$ cat src/rtl/rst_seq_ctrl.sv
// Reset sequencer: holds AXI, UART and core domains in reset after any
// reset source, then releases them one at a time: AXI, then UART, then core.
// Sources are Rst_n, a software request and a watchdog. The most recent
// source is recorded in Rst_cause.
module rst_seq_ctrl #(
  parameter int unsigned HOLD_CYCLES = 16,  // 1..255
  parameter int unsigned STEP_CYCLES = 4    // 1..255
) (
  input  logic       Clk,
  input  logic       Rst_n,
  input  logic       Sw_rst_req,
  input  logic       Wdt_expire,
  output logic       Rst_n_axi,
  output logic       Rst_n_uart,
  output logic       Rst_n_core,
  output logic       Rst_done,
  output logic       Sw_rst_ack,
  output logic [1:0] Rst_cause
);

  typedef enum logic [1:0] {
    HOLD     = 2'd0,
    REL_AXI  = 2'd1,
    REL_UART = 2'd2,
    RUN      = 2'd3
  } state_e;

  localparam logic [1:0] CAUSE_POR = 2'b00;
  localparam logic [1:0] CAUSE_SW  = 2'b01;
  localparam logic [1:0] CAUSE_WDT = 2'b10;

  // Terminal counts. The compare is done on the last count value, so a
  // parameter of 1 gives a one-edge phase.
  localparam logic [7:0] HOLD_LAST = 8'(HOLD_CYCLES - 1);
  localparam logic [7:0] STEP_LAST = 8'(STEP_CYCLES - 1);

  state_e     state_q, state_d;
  logic [7:0] cnt_q, cnt_d;
  logic       rst_n_axi_q, rst_n_axi_d;
  logic       rst_n_uart_q, rst_n_uart_d;
  logic       rst_n_core_q, rst_n_core_d;
  logic       rst_done_q, rst_done_d;
  logic       sw_rst_ack_q, sw_rst_ack_d;
  logic [1:0] rst_cause_q, rst_cause_d;

  // State register. Rst_n overrides every other input on the same edge.
  always_ff @(posedge Clk) begin
    if (!Rst_n) begin
      state_q      <= HOLD;
      cnt_q        <= 8'd0;
      rst_n_axi_q  <= 1'b0;
      rst_n_uart_q <= 1'b0;
      rst_n_core_q <= 1'b0;
      rst_done_q   <= 1'b0;
      sw_rst_ack_q <= 1'b0;
      rst_cause_q  <= CAUSE_POR;
    end else begin
      state_q      <= state_d;
      cnt_q        <= cnt_d;
      rst_n_axi_q  <= rst_n_axi_d;
      rst_n_uart_q <= rst_n_uart_d;
      rst_n_core_q <= rst_n_core_d;
      rst_done_q   <= rst_done_d;
      sw_rst_ack_q <= sw_rst_ack_d;
      rst_cause_q  <= rst_cause_d;
    end
  end

  // Next state and counter. A live request pins the FSM in HOLD with the
  // counter cleared, so a held request keeps restarting the hold window.
  always_comb begin
    state_d = state_q;
    cnt_d   = cnt_q;
    if (Wdt_expire || Sw_rst_req) begin
      state_d = HOLD;
      cnt_d   = 8'd0;
    end else begin
      unique case (state_q)
        HOLD: begin
          if (cnt_q == HOLD_LAST) begin
            state_d = REL_AXI;
            cnt_d   = 8'd0;
          end else begin
            cnt_d = cnt_q + 8'd1;
          end
        end
        REL_AXI: begin
          if (cnt_q == STEP_LAST) begin
            state_d = REL_UART;
            cnt_d   = 8'd0;
          end else begin
            cnt_d = cnt_q + 8'd1;
          end
        end
        REL_UART: begin
          if (cnt_q == STEP_LAST) begin
            state_d = RUN;
            cnt_d   = 8'd0;
          end else begin
            cnt_d = cnt_q + 8'd1;
          end
        end
        RUN: begin
          cnt_d = 8'd0;
        end
        default: begin
          state_d = HOLD;
          cnt_d   = 8'd0;
        end
      endcase
    end
  end

  // Outputs are decoded from the next state, so they change on the same
  // edge as the state and are glitch-free flops.
  always_comb begin
    rst_n_axi_d  = (state_d == REL_AXI) || (state_d == REL_UART) || (state_d == RUN);
    rst_n_uart_d = (state_d == REL_UART) || (state_d == RUN);
    rst_n_core_d = (state_d == RUN);
    rst_done_d   = (state_d == RUN);
    // The watchdog wins a tie with software, and then no ack is given.
    sw_rst_ack_d = Sw_rst_req && !Wdt_expire;
    rst_cause_d  = rst_cause_q;
    if (Wdt_expire)      rst_cause_d = CAUSE_WDT;
    else if (Sw_rst_req) rst_cause_d = CAUSE_SW;
  end

  assign Rst_n_axi  = rst_n_axi_q;
  assign Rst_n_uart = rst_n_uart_q;
  assign Rst_n_core = rst_n_core_q;
  assign Rst_done   = rst_done_q;
  assign Sw_rst_ack = sw_rst_ack_q;
  assign Rst_cause  = rst_cause_q;

endmodule

$ cat config.mk
export PLATFORM = sky130hd
export DESIGN_NAME = rst_seq_ctrl
export DESIGN_NICKNAME = d
export VERILOG_FILES = /design/src/rtl/rst_seq_ctrl.sv
export SDC_FILE = /design/constraint.sdc
export NUM_CORES = 1
export LEC_CHECK = 0
export CAP_MARGIN = 0
export CORE_MARGIN = 2
export CORE_UTILIZATION = 35
export DETAILED_ROUTE_END_ITERATION = 10
export MAX_ROUTING_LAYER = met4
export PLACE_DENSITY_LB_ADDON = 0.25
export SLEW_MARGIN = 20
export SYNTH_ARGS = -nofsm -noshare
export SYNTH_HDL_FRONTEND = slang
export SYNTH_SLANG_ARGS = --single-unit
$ cat constraint.sdc
create_clock -name Clk -period 2 [get_ports Clk]
set_input_delay 0.4 -clock Clk [delete_from_list [all_inputs] [get_ports Clk]]
set_output_delay 0.4 -clock Clk [all_outputs]
set_load 0.01 [all_outputs]
Yosys cells after proc, flatten, opt, wreduce, memory -nomap -nowiden --
Cells that the tools add are included.
Word-level totals: logic and storage cells 39, flip-flop bits (word level) 16
Operators by class: reductions and logical operators 11, equality and inequality tests 8, muxes and demuxes 10, $add $sub $neg 1, bitwise gates (word level) 1
Operator list (count):
- 8-bit case mux with 3 select lines | 1
- 8-bit two-way mux | 2
- 2-bit two-way mux | 6
- 8-bit by 1-bit adder with 8-bit output (second input constant) | 1
- 2-bit equality test (second input constant) | 4
- 8-bit by 2-bit equality test with 1-bit output (second input constant) | 1
- 8-bit by 4-bit equality test with 1-bit output (second input constant) | 1
- 2-bit case mux with 3 select lines | 1
- 2-bit OR reduction | 3
- 2-bit by 1-bit equality test with 1-bit output (second input constant) | 2
- 1-bit logical OR | 4
- 2-bit logical NOT | 1
- 2-bit nonzero test | 1
- 1-bit logical AND | 1
- 1-bit logical NOT | 1
- 1-bit inverter | 1

Depth between registers and ports, before layout --
word-level depth 7, gate-level depth with buffers 6, gate-level depth less buffers 6

Worst setup path before layout --
Ideal clock, no wire load.
kind register to register, start point reg state_q[0], end point reg rst_done_q, in the netlist Rst_done, path slack 0.448 ns, buffers on the path 0, data required time 1.885 ns, arrival time 1.436 ns, cell stages (with the launch flop) 6, cell sequence dfxtp_1 -> inv_1 -> ha_1 -> or3_2 -> a2bb2oi_1 -> and3_1
On the way: word-level cells in the longest chain between the ends 4, elaborated cells on any way between the ends 9, classes of those cells eq/ne (3); mux (5); reduce/logical (1)
RTL lines:
- start, declared | line 37 | state_e state_q, state_d;
- start signal, assigned | line 58 | state_q <= state_d;
- 2-bit equality test (tied with other cells) | line 78 | unique case (state_q)
- 2-bit case mux with 3 select lines * | line 78
- 2-bit two-way mux * | line 74 | if (Wdt_expire || Sw_rst_req) begin
- 2-bit equality test * | line 120 | rst_done_d = (state_d == RUN);
- end signal, assigned | line 63 | rst_done_q <= rst_done_d;
- end, declared | line 42 | logic rst_done_q, rst_done_d;
Mark *: on every way between the ends. The rest lies on a longest branch, timed or not. A chain may end at the register's enable or synchronous reset.

Worst setup path after layout --
start point reg cnt_q[0], end point reg cnt_q[3]
On the way: word-level cells in the longest chain between the ends 3, elaborated cells on any way between the ends 6, classes of those cells add/sub (1); eq/ne (2); mux (3)
RTL lines:
- start, declared | line 38 | logic [7:0] cnt_q, cnt_d;
- start signal, assigned | line 59 | cnt_q <= cnt_d;
- 8-bit by 1-bit adder with 8-bit output (tied with other cells) | line 84, 92, 100
- 8-bit two-way mux, on equally long branches | line 88, 96, 80
- 8-bit case mux with 3 select lines * | line 78
Marked as above.

==> results by stage <==
Detailed routing:
- The number of DRC violations after detailed routing is 0.
- The first-pass iteration count of the detailed router is 4.
- The overall via count from detail_route is 536.
- After the first detailed-routing iteration, the DRC count stood at 8.
- Once detail routing completed, the nets flagged for antenna violations numbered 0.
- After detailed routing, the number of vias per cell comes to 4.54.
- The routed length per instance is 9.96 um.
- The total wirelength of the detailed-routed design is 1.18 mm.

Placement:
- The quantity of I/O buffers inserted on ports is 10.
- The standard cell area after detailed placement is 867 um^2.
- The HPWL after detailed placement is 936 um.
- The congestion estimate from routability-driven global placement came to 0.688.

Yosys:
- The number of nets in the synthesized netlist is 87.
- The proportion of synthesized area in mux cells is 0.
- By area, the combinational part of the netlist is dominated by simple AND/OR/NAND/NOR gates.
- The cell count after synthesis came out at 78.
- The share of the synthesized area in compound gates (AO/OA/AOI/OAI) is 0.132.
- The number of flip-flops and latches in the synthesized netlist is 16.
- Dividing the synthesized area by the synthesized cell count gives 9.50 um^2.
- The netlist uses 30 different library cells.
- Summing every instance area after synthesis gives 741 um^2.
- Of the total synthesized cell area, the portion taken by full adders, half adders and majority gates is 0.0845.
- The simple-gate portion of the synthesized area is 0.245.
- Of the total synthesized cell area, the portion taken by XOR and XNOR cells is 0.0709.
- The share of synthesized area occupied by flip-flops and latches is 0.432.
- The Yosys warning count is 0.

Clock network:
- The clock sink count is 16.
- The number of buffers inserted to repair setup after CTS is 0.
- The number of buffers inserted for hold repair after clock tree synthesis is 0.
- TritonCTS built the clock tree.
- The number of gates resized after cts is 0.
- For the worst-skew pair, the clock arrives at the later sink with an insertion delay of 280 ps.
- The number of buffers added by the clock tree synthesis step is 3.
- The root buffer cell is sky130_fd_sc_hd__clkbuf_4.
- After clock tree synthesis, the clock-pin slew on the worst setup and hold paths is 90 ps.
- The longest clock path from root to sink contains 2 buffers.
- The maximum level of the CTS H-tree is 1.

Min path:
- For hold timing, the worst endpoint is cnt_q[0]$_SDFF_PP0_.
- The origin of the worst min-delay path is cnt_q[0]$_SDFF_PP0_.
- The min-delay analysis places its worst path in the category flop to flop.
- The count of cells along the worst hold path is 1.

Floorplan:
- The floorplan step set the die width to 50.0 um.
- The floorplan has 16 rows.
- The core footprint is 0.00198 mm^2.
- For this configuration, the core starts out at a cell density of 0.374.
- The die footprint is 0.00250 mm^2.
- The total I/O pin count is 11.
- The die boundary height is 50.0 um.

STA:
- The worst hold-check slack is 453 ps.
- For the final database, setup skew stands at 3.13 ps.
- The relative slew slack is 0.721.
- The final-report max-slew violation count is 0.
- The clock period could shrink to 1730 ps.
- Setup violations remaining at the end of the flow were counted as 0.
- The transition time of the tightest slew-check pin is 416 ps.
- Setup repair after global routing left no endpoint under its margin.
- In the finished design, the share of the clock period the worst path needs comes to 0.865.
- Based on the critical path, the design can be clocked at up to 578 MHz.
- The final sum of negative setup slack is 0 ps.
- The hold violation count in the final report is 0.

Global route:
- Global routing finished with a remaining overflow of 0.
- The global-route wire length before repair is 2.29 mm.
- The initial antenna violation count is 0.
- Entering global routing, the biggest net connects 10 pins.
- The via count of the first global-routing pass was 564.
- The total routing resource utilization after global routing is 0.119.

Worst setup path:
- The worst setup path is captured at a flop.
- Walking the worst path, the cells encountered are ha_1, nor3b_1, a21boi_0, o211ai_2, nor2_1.
- For this run, the slowest stage of the critical path takes 380 ps.
- The startpoint of the worst register-to-register path is cnt_q[0]$_SDFF_PP0_.
- STA puts the critical path data required time at 2170 ps.
- The critical path is of the flop to flop type.
- Across all register-to-register paths, the minimum setup slack is 270 ps.
- The worst-path maximum fanout is 7.
- The largest individual stage delay along the critical path comes from the cell sky130_fd_sc_hd__nor3b_1.
- The worst path arrival time is 1900 ps.
- Together, buffers and inverters on the worst path number 0.
- The capturing point of the worst reg2reg path is cnt_q[3]$_SDFF_PP0_.
- Measured in cells, the most critical reg-to-reg path has a length of 5.
- The nature of the critical path startpoint is a flop.
- The dominant delay contributor by cell family on the critical path is compound AO/OA/AOI/OAI gates.

Pwr:
- In this run the power density over the cells is 615 mW/mm^2.
- The worst-case IR drop observed on VDD is 520 uV.
- Summed over all cells, the static leakage comes to 0.337 nW.

Cells and area:
- For this run, the share of the core covered by cells in the final layout is 0.456.
- With fillers left out, the area of the finished cells amounts to 903 um^2.
- The number of diodes added for antenna fixing is 0.
- Counting the fill cells in the layout gives 204.
- Of the cells placed in the final design, the portion with a size suffix greater than 1 is 0.121.
- The final net count is 101.
- Compared with the post-synthesis result, the final layout area differs by 22.0%.

Flow run:
- The count of maximum capacitance violations is 0.

Run status:
- The run finished with clean final reports.
==> cells in the final DEF, fill, tap and decap left out, types with 3 or more instances in the layout <==
master / Yosys / layout
sky130_fd_sc_hd__dfxtp_1: 16 / 16
sky130_fd_sc_hd__nor2_1: 13 / 13
sky130_fd_sc_hd__clkdlybuf4s50_1: 0 / 10
sky130_fd_sc_hd__inv_1: 5 / 5
sky130_fd_sc_hd__ha_1: 5 / 5
sky130_fd_sc_hd__xnor2_1: 4 / 4
sky130_fd_sc_hd__nand3_1: 3 / 3
sky130_fd_sc_hd__nand2_1: 3 / 3
sky130_fd_sc_hd__clkbuf_4: 0 / 3
==> cell type report <==
cell class	instances	area, um^2	area share
Timing Repair Buffer	10	100	0.111
Multi-Input combinational cell	56	394	0.436
Tap cell	27	33.8	0.0374
Inverter	5	18.8	0.0208
Clock buffer	4	36.3	0.0402
Sequential cell	16	320	0.355
==> flip-flops by register name (all words and copies together), names as in the netlist <==
name / cells
Rst_n_uart: 1
Rst_done: 1
Rst_n_axi: 1
cnt_q: 8
Rst_cause: 2
Sw_rst_ack: 1
state_q: 2
==> layer usage <==
layer / GRT usage / routed length, um / vias up
li1: - / - / 287
met1: 0.156 / 607 / 241
met2: 0.184 / 532 / 6
met3: 0.0182 / 26 / 2
met4: 0.0417 / 9 / 0
met5: - / 0 / -
==> per-stage QoR <==
step	std cells	total power [mW]	setup slack, ps
finish	118	0.556	270
CTS	118	0.568	250
global placement	114	0.356	286
global route	118	0.579	115
detailed placement	114	0.356	257
floorplan	78	0.342	448
==> how the worst max path moves through the flow <==
stage | from | end | slack, ps | cells past startpoint
detailed placement | Wdt_expire | cnt_q[3]$_SDFF_PP0_ | 260 | 5
global placement | cnt_q[0]$_SDFF_PP0_ | cnt_q[7]$_SDFF_PP0_ | 290 | 5
CTS | cnt_q[0]$_SDFF_PP0_ | cnt_q[3]$_SDFF_PP0_ | 250 | 5
global route | cnt_q[0]$_SDFF_PP0_ | cnt_q[5]$_SDFF_PP0_ | 110 | 5
floorplan | state_q[0]$_SDFF_PN0_ | Rst_done$_SDFF_PN0_ | 450 | 5
finish | cnt_q[0]$_SDFF_PP0_ | cnt_q[3]$_SDFF_PP0_ | 270 | 5
==> Yosys cell counts <==
| master | number | area share |
|---|---|---|
| sky130_fd_sc_hd__and3_1 | 2 | 0.017 |
| sky130_fd_sc_hd__a2bb2oi_1 | 1 | 0.012 |
| sky130_fd_sc_hd__or3_2 | 1 | 0.010 |
| sky130_fd_sc_hd__xor2_1 | 2 | 0.024 |
| sky130_fd_sc_hd__nor3_1 | 1 | 0.0068 |
| sky130_fd_sc_hd__nor2b_1 | 1 | 0.0085 |
| sky130_fd_sc_hd__nand2_1 | 3 | 0.015 |
| sky130_fd_sc_hd__xnor2_1 | 4 | 0.047 |
| sky130_fd_sc_hd__nand3_1 | 3 | 0.020 |
| sky130_fd_sc_hd__o31ai_1 | 1 | 0.010 |
| sky130_fd_sc_hd__ha_1 | 5 | 0.084 |
| sky130_fd_sc_hd__inv_1 | 5 | 0.025 |
| sky130_fd_sc_hd__o21a_1 | 1 | 0.010 |
| sky130_fd_sc_hd__nand2_2 | 1 | 0.0085 |
| sky130_fd_sc_hd__and2_1 | 2 | 0.017 |
| sky130_fd_sc_hd__and2_2 | 1 | 0.010 |
| sky130_fd_sc_hd__nor2_1 | 13 | 0.066 |
| sky130_fd_sc_hd__nand4_1 | 1 | 0.0085 |
| sky130_fd_sc_hd__buf_4 | 1 | 0.010 |
| sky130_fd_sc_hd__a21boi_0 | 2 | 0.020 |
| sky130_fd_sc_hd__nor4_4 | 1 | 0.029 |
| sky130_fd_sc_hd__nor3b_1 | 2 | 0.020 |
| sky130_fd_sc_hd__o311ai_2 | 1 | 0.022 |
| sky130_fd_sc_hd__a31oi_1 | 1 | 0.0085 |
| sky130_fd_sc_hd__a21oi_1 | 2 | 0.014 |
| sky130_fd_sc_hd__dfxtp_1 | 16 | 0.43 |
| sky130_fd_sc_hd__o211ai_2 | 1 | 0.017 |
| sky130_fd_sc_hd__o21ai_0 | 1 | 0.0068 |
| sky130_fd_sc_hd__nand2b_1 | 1 | 0.0085 |
| sky130_fd_sc_hd__a21o_2 | 1 | 0.012 |
==> worst register-to-register path: stages, from the launching register on <==
cell and delay [ps]:
sky130_fd_sc_hd__dfxtp_1 360, sky130_fd_sc_hd__ha_1 240, sky130_fd_sc_hd__nor3b_1 380, sky130_fd_sc_hd__a21boi_0 210, sky130_fd_sc_hd__o211ai_2 340, sky130_fd_sc_hd__nor2_1 90
==> power breakdown <==
part	internal (mW)	leakage, nW	switching [mW]	total [mW]
logic	0.0137	0.186	0.0101	0.0238
clock network	0.111	0.0210	0.0972	0.208
registers	0.322	0.130	0.00181	0.324
==> cell families after synthesis <==
family,Yosys count
adder cells (fa/ha/maj),5
buffers and inverters,6
AND/OR/NAND/NOR,33
XOR/XNOR,6
AO/OA/AOI/OAI,12
flip-flops,16
No activity file was read; power rests on OpenSTA's default activity.
